[src/rtl/ahb_switch_bank.sv]
// ahb_switch_bank: AHB-Lite slave for a bank of switch/button inputs.
// Each channel is synchronised and debounced, and its rise/fall edges are detected.
// Edges set write-1-to-clear pending flags, which drive a masked level interrupt.
// Bus accesses complete in one cycle with no wait states.
//
// Bus handshake: HREADY is the pipeline-advance strobe. An address phase
// (HSEL, HADDR, HTRANS, HWRITE) is captured only on a cycle where HREADY=1,
// and is valid when HSEL=1 and HTRANS[1]=1. Its data phase is the following
// cycle. A write commits at the edge that closes the data phase, which requires
// HREADY=1. This slave never stalls, so HREADYOUT is tied to 1.
module ahb_switch_bank #(
  parameter int NUM_SW          = 16,
  parameter int SYNC_STAGES     = 2,
  parameter int DEBOUNCE_CYCLES = 50000
) (
  input  logic                HCLK,
  input  logic                HRESET,
  input  logic                HSEL,
  input  logic                HREADY,
  input  logic [31:0]         HADDR,
  input  logic [1:0]          HTRANS,
  input  logic                HWRITE,
  input  logic [2:0]          HSIZE,
  input  logic [31:0]         HWDATA,
  output logic                HREADYOUT,
  output logic [31:0]         HRDATA,
  input  logic [NUM_SW-1:0]   SW_IN,
  output logic                IRQ
);

  localparam int CW = $clog2(DEBOUNCE_CYCLES + 1);
  localparam logic [CW-1:0] CNT_LAST = CW'(DEBOUNCE_CYCLES - 1);
  localparam logic [CW-1:0] CNT_ONE  = CW'(1);

  localparam logic [2:0] REG_DATA     = 3'd0;
  localparam logic [2:0] REG_RAW      = 3'd1;
  localparam logic [2:0] REG_IRQ_EN   = 3'd2;
  localparam logic [2:0] REG_RISE_PND = 3'd3;
  localparam logic [2:0] REG_FALL_PND = 3'd4;

  logic [SYNC_STAGES-1:0][NUM_SW-1:0] sync_q, sync_d;
  logic [NUM_SW-1:0][CW-1:0]          cnt_q, cnt_d;
  logic [NUM_SW-1:0]                  data_q, data_d;
  logic [NUM_SW-1:0]                  irq_en_q, irq_en_d;
  logic [NUM_SW-1:0]                  rise_pnd_q, rise_pnd_d;
  logic [NUM_SW-1:0]                  fall_pnd_q, fall_pnd_d;
  logic                               irq_q, irq_d;
  logic                               a_valid_q, a_valid_d;
  logic                               a_write_q, a_write_d;
  logic [2:0]                         a_addr_q, a_addr_d;

  logic [NUM_SW-1:0] raw;
  logic [NUM_SW-1:0] rise;
  logic [NUM_SW-1:0] fall;
  logic [NUM_SW-1:0] wr_bits;
  logic              wr_fire;
  logic [31:0]       rd_word;
  logic              unused_bits;

  assign raw     = sync_q[SYNC_STAGES-1];
  assign wr_fire = a_valid_q & a_write_q & HREADY;
  assign wr_bits = HWDATA[NUM_SW-1:0];

  // Size, upper/lower address bits and HTRANS[0] carry no meaning for this block.
  assign unused_bits = ^{HSIZE, HADDR[31:5], HADDR[1:0], HTRANS[0], HWDATA};

  // Shift raw inputs through the synchroniser chain.
  always_comb begin
    sync_d    = sync_q;
    sync_d[0] = SW_IN;
    for (int s = 1; s < SYNC_STAGES; s++) begin
      sync_d[s] = sync_q[s-1];
    end
  end

  // Debounce: accept a new level only after it has differed for DEBOUNCE_CYCLES cycles.
  always_comb begin
    data_d = data_q;
    cnt_d  = cnt_q;
    for (int i = 0; i < NUM_SW; i++) begin
      if (raw[i] == data_q[i]) begin
        cnt_d[i] = '0;
      end else if (cnt_q[i] == CNT_LAST) begin
        data_d[i] = raw[i];
        cnt_d[i]  = '0;
      end else begin
        cnt_d[i] = cnt_q[i] + CNT_ONE;
      end
    end
  end

  // Edge flags, W1C clears (a same-cycle set beats the clear), enable writes, masked IRQ.
  always_comb begin
    rise       = data_d & ~data_q;
    fall       = data_q & ~data_d;
    irq_en_d   = irq_en_q;
    rise_pnd_d = rise_pnd_q | rise;
    fall_pnd_d = fall_pnd_q | fall;
    if (wr_fire) begin
      case (a_addr_q)
        REG_IRQ_EN:   irq_en_d   = wr_bits;
        REG_RISE_PND: rise_pnd_d = (rise_pnd_q & ~wr_bits) | rise;
        REG_FALL_PND: fall_pnd_d = (fall_pnd_q & ~wr_bits) | fall;
        default:      ;
      endcase
    end
    irq_d = |((rise_pnd_q | fall_pnd_q) & irq_en_q);
  end

  // Capture the address phase whenever the bus advances.
  always_comb begin
    a_valid_d = a_valid_q;
    a_write_d = a_write_q;
    a_addr_d  = a_addr_q;
    if (HREADY) begin
      a_valid_d = HSEL & HTRANS[1];
      a_write_d = HWRITE;
      a_addr_d  = HADDR[4:2];
    end
  end

  // Read mux from the captured address and current register contents.
  always_comb begin
    rd_word = '0;
    if (a_valid_q && !a_write_q) begin
      case (a_addr_q)
        REG_DATA:     rd_word[NUM_SW-1:0] = data_q;
        REG_RAW:      rd_word[NUM_SW-1:0] = raw;
        REG_IRQ_EN:   rd_word[NUM_SW-1:0] = irq_en_q;
        REG_RISE_PND: rd_word[NUM_SW-1:0] = rise_pnd_q;
        REG_FALL_PND: rd_word[NUM_SW-1:0] = fall_pnd_q;
        default:      rd_word = '0;
      endcase
    end
  end

  // State registers; reset discards any partial debounce count.
  always_ff @(posedge HCLK or posedge HRESET) begin
    if (HRESET) begin
      sync_q     <= '0;
      cnt_q      <= '0;
      data_q     <= '0;
      irq_en_q   <= '0;
      rise_pnd_q <= '0;
      fall_pnd_q <= '0;
      irq_q      <= 1'b0;
      a_valid_q  <= 1'b0;
      a_write_q  <= 1'b0;
      a_addr_q   <= '0;
    end else begin
      sync_q     <= sync_d;
      cnt_q      <= cnt_d;
      data_q     <= data_d;
      irq_en_q   <= irq_en_d;
      rise_pnd_q <= rise_pnd_d;
      fall_pnd_q <= fall_pnd_d;
      irq_q      <= irq_d;
      a_valid_q  <= a_valid_d;
      a_write_q  <= a_write_d;
      a_addr_q   <= a_addr_d;
    end
  end

  assign HREADYOUT = 1'b1;
  assign HRDATA    = rd_word;
  assign IRQ       = irq_q;

endmodule
[config.mk]
export PLATFORM = sky130hd
export DESIGN_NAME = ahb_switch_bank
export DESIGN_NICKNAME = d
export VERILOG_FILES = /design/src/rtl/ahb_switch_bank.sv
export SDC_FILE = /design/constraint.sdc
export NUM_CORES = 1
export LEC_CHECK = 0
export BUFFER_PORTS_ARGS = -buffer_cell sky130_fd_sc_hd__buf_2
export CORE_MARGIN = 2
export CORE_UTILIZATION = 50
export CTS_CLUSTER_DIAMETER = 50
export DETAILED_ROUTE_END_ITERATION = 6
export GPL_ROUTABILITY_DRIVEN = 0
export PLACE_DENSITY = 0.67
export SLEW_MARGIN = 20
export SYNTH_ARGS = -nofsm -noshare
export SYNTH_HDL_FRONTEND = slang
export SYNTH_SLANG_ARGS = --single-unit
[constraint.sdc]
create_clock -name HCLK -period 31.3 [get_ports HCLK]
set_input_delay 4.695 -clock HCLK [delete_from_list [all_inputs] [get_ports HCLK]]
set_output_delay 4.695 -clock HCLK [all_outputs]
set_load 0.005 [all_outputs]
==> results_dict.tcl <==
set metrics [dict create \
    synth_compound_area_share_pct 4.47 \
    cts_hold_buf 0 \
    via_count 12100 \
    avgSynthCellArea_um2 10.2 \
    slew_violations 0 \
    power_leakage_nw 7.69 \
    port_buffers 57 \
    finClkSkew_ns 0.0117 \
    synth_top_cell_by_area "dfrtp_1" \
    dieHeight_um 189 \
    crit_chain "nor2b_1 -> buf_4 -> a22oi_1 -> o22ai_1 -> and2_1 -> buf_2" \
    critPathSlowestCell "nor2b_1" \
    setup_viol 0 \
    ir_worst_vdd_uv 50.2 \
    track_usage_pct 20.2 \
    drv_cap 0 \
    synth_fa_ha_area_share_pct 1.17 \
    powerDensity_nw_per_um2 54.7 \
    htree_levels 2 \
    synthSimpleGateAreaFrac_pct 24.4 \
    critPathArrivalTime_ns 3.15 \
    dieArea_um2 35800 \
    crit_start "a_addr_q[2]" \
    synthFlopType "dfrtp_1" \
    required_ns 26.61 \
    synth.area.mux_share_pct 3.52 \
    wirelength_um 34900 \
    syn_to_final_growth_pct 12.0 \
    die_width_um 189 \
    drtAntennaViolNets 0 \
    numCtsBuffers 42 \
    post-route-min-period_ns 7.85 \
    cpPeakStageDelay_ns 0.91 \
    hp-class "reg2reg" \
    yosys-top-cells-count "358 x dfrtp_1, 291 x nor2_1, 195 x xnor2_1, 104 x nand2_1, 86 x nand3_1" \
    overflow 0 \
    async_reset_ff_share_pct 100 \
    drc 0 \
    yosysUniqueCellTypes 50 \
    post_dp_cell_area_um2 17800 \
    fillers 2907 \
    worst_pin_slew_ns 1.02 \
    drt_iter0_drc 746 \
    final_cell_area_um2 19200 \
    core_area_um2 33600 \
    status "finished, final reports clean" \
    cts_setup_buffers 0 \
    drt-pass1-iter-count 5 \
    crit_type "reg2out" \
    cts_sinks 358 \
    yosysWarningCount 0 \
    num_rows 67 \
    holdPathEnd "raw[9]" \
    synth-edff-count 0 \
    synth-seq-area-share_pct 52.3 \
    hold_violations 0 \
    r2r_start "a_addr_q[2]" \
    fmax_mhz 127 \
    placedCellCount 2149 \
    whs_path_depth 0 \
    netlist.area_leader.share_pct 52.3 \
    cts_tree "yes" \
    synth_top_family_by_area "simple AND/OR/NAND/NOR gates" \
    hold_start "sync_d[25]" \
    drive_gt1_share_pct 11.4 \
    cts_resized 0 \
    ys_ff_latch 358 \
    grt_start_max_net_pins 142 \
    rrSetupSlack_ns 28.29 \
    rsz0062_at_grt "no" \
    wire_per_inst_um 15.7 \
    crit_fanout 22 \
    cts.clk_slew.worst_paths_ns 0.06 \
    ys_top_cells_by_area "dfrtp_1 52%, xnor2_1 10%, nor2_1 6.4%, mux2_2 2.9%, nand4_1 2.6%" \
    viasPerCell 5.44 \
    grt_pass1_vias 12000 \
    reg2reg_to "rise_pnd_q[3]" \
    end_kind "primary output" \
    yosys.cell_count.top_type "dfrtp_1" \
    ioPinCount 124 \
    synth_xor_area_share_pct 11.2 \
    power.total_mw 1.05 \
    start_util_pct 51.0 \
    max_slew_margin_pct 32.0 \
    min_period_over_period_pct 25.1 \
    cts-root-buf "clkbuf_16" \
    clockBufferDepth 3 \
    clk_latency_ns 0.53 \
    fin_setup_tns_ns 0 \
    synth_area_um2 17100 \
    antenna_found_initial 4 \
    grt_pass1_wl_um 59800 \
    reg2regPathDepth 4 \
    layoutNonFillerInstCount 2228 \
    worstSetupStartpointType "register" \
    syn_inst 1675 \
    dpl.hpwl_um 23000 \
    nets 1851 \
]
## worst max path at each step
stage / depth (start not counted) / end
after floorplan: 1 / IRQ
after global placement: 5 / HRDATA[14]
after detailed placement: 5 / HRDATA[14]
after CTS: 5 / HRDATA[14]
after global routing: 6 / HRDATA[7]
final: 6 / HRDATA[15]
## per-layer routing
layer	part of all wire [%]	wire length (um)	track usage (%)
met4	1.9	669	6.13
met5	0	0	0
met2	47	16500	32.9
met3	4.6	1620	3.43
met1	46	16100	27.9
## state kept, by name, summed over array words and instances (netlist names)
signal,cells
sync_d,16
data_q,16
IRQ,1
a_write_q,1
fall_pnd_q,16
raw,16
a_valid_q,1
irq_en_q,16
rise_pnd_q,16
a_addr_q,3
cnt_q,256
## through the flow
stage / hold WS, ns / utilization (%) / worst slack (ns)
2_1_floorplan: 0.331 / - / 16.67
3_3_place_gp: 0.331 / 53.0 / 23.96
3_5_place_dp: 0.336 / 53.0 / 24.02
4_1_cts: 0.348 / 57.1 / 23.44
5_1_grt: 0.357 / 57.1 / 23.35
6_report: 0.348 / 57.1 / 23.45
## logic make-up after synthesis
logic type,after synthesis
AO/OA/AOI/OAI,105
AND/OR/NAND/NOR,819
XOR/XNOR,220
adder cells (fa/ha/maj),16
buffers and inverters,103
multiplexers,52
other,2
flip-flops,358
## critical path: cells and delay by family, from the launching register on
kind | cells | cell delay [ns]
AOI/OAI and AO/OA | 2 | 0.27
buffers and inverters | 2 | 0.47
DFF | 1 | 0.75
and+or+nand+nor | 2 | 1.12
## area by class of cell
class | instances | area (um2) | share of cell area (%)
diodes | 4 | 10.0 | 0.0521
clock buffers | 57 | 1210 | 6.29
clock inverters | 18 | 168 | 0.873
inverters | 47 | 184 | 0.958
multi-input cells | 1229 | 7750 | 40.4
flip-flops and latches | 358 | 8960 | 46.7
well taps | 448 | 561 | 2.92
repair buffers | 67 | 364 | 1.90
## where the power goes
part | switching (mW) | internal [mW]
Combinational | 0.0401 | 0.0306
Sequential | 0.0172 | 0.483
Clock | 0.190 | 0.288
Total | 0.248 | 0.802
## cell usage in the layout, fill, tap and decap left out, types with 25 or more instances in the layout
| cell type | instances |
|---|---|
| nand3_1 | 86 |
| nor2_1 | 291 |
| xor2_1 | 25 |
| nand2_1 | 104 |
| a22oi_1 | 30 |
| mux2_2 | 44 |
| inv_1 | 46 |
| nand4_1 | 71 |
| clkbuf_16 | 43 |
| o2bb2ai_1 | 32 |
| nor4_1 | 64 |
| nor3_1 | 56 |
| nand2b_1 | 35 |
| dfrtp_1 | 358 |
| xnor2_1 | 195 |
| buf_2 | 57 |
No activity file was read; power rests on OpenSTA's default activity.
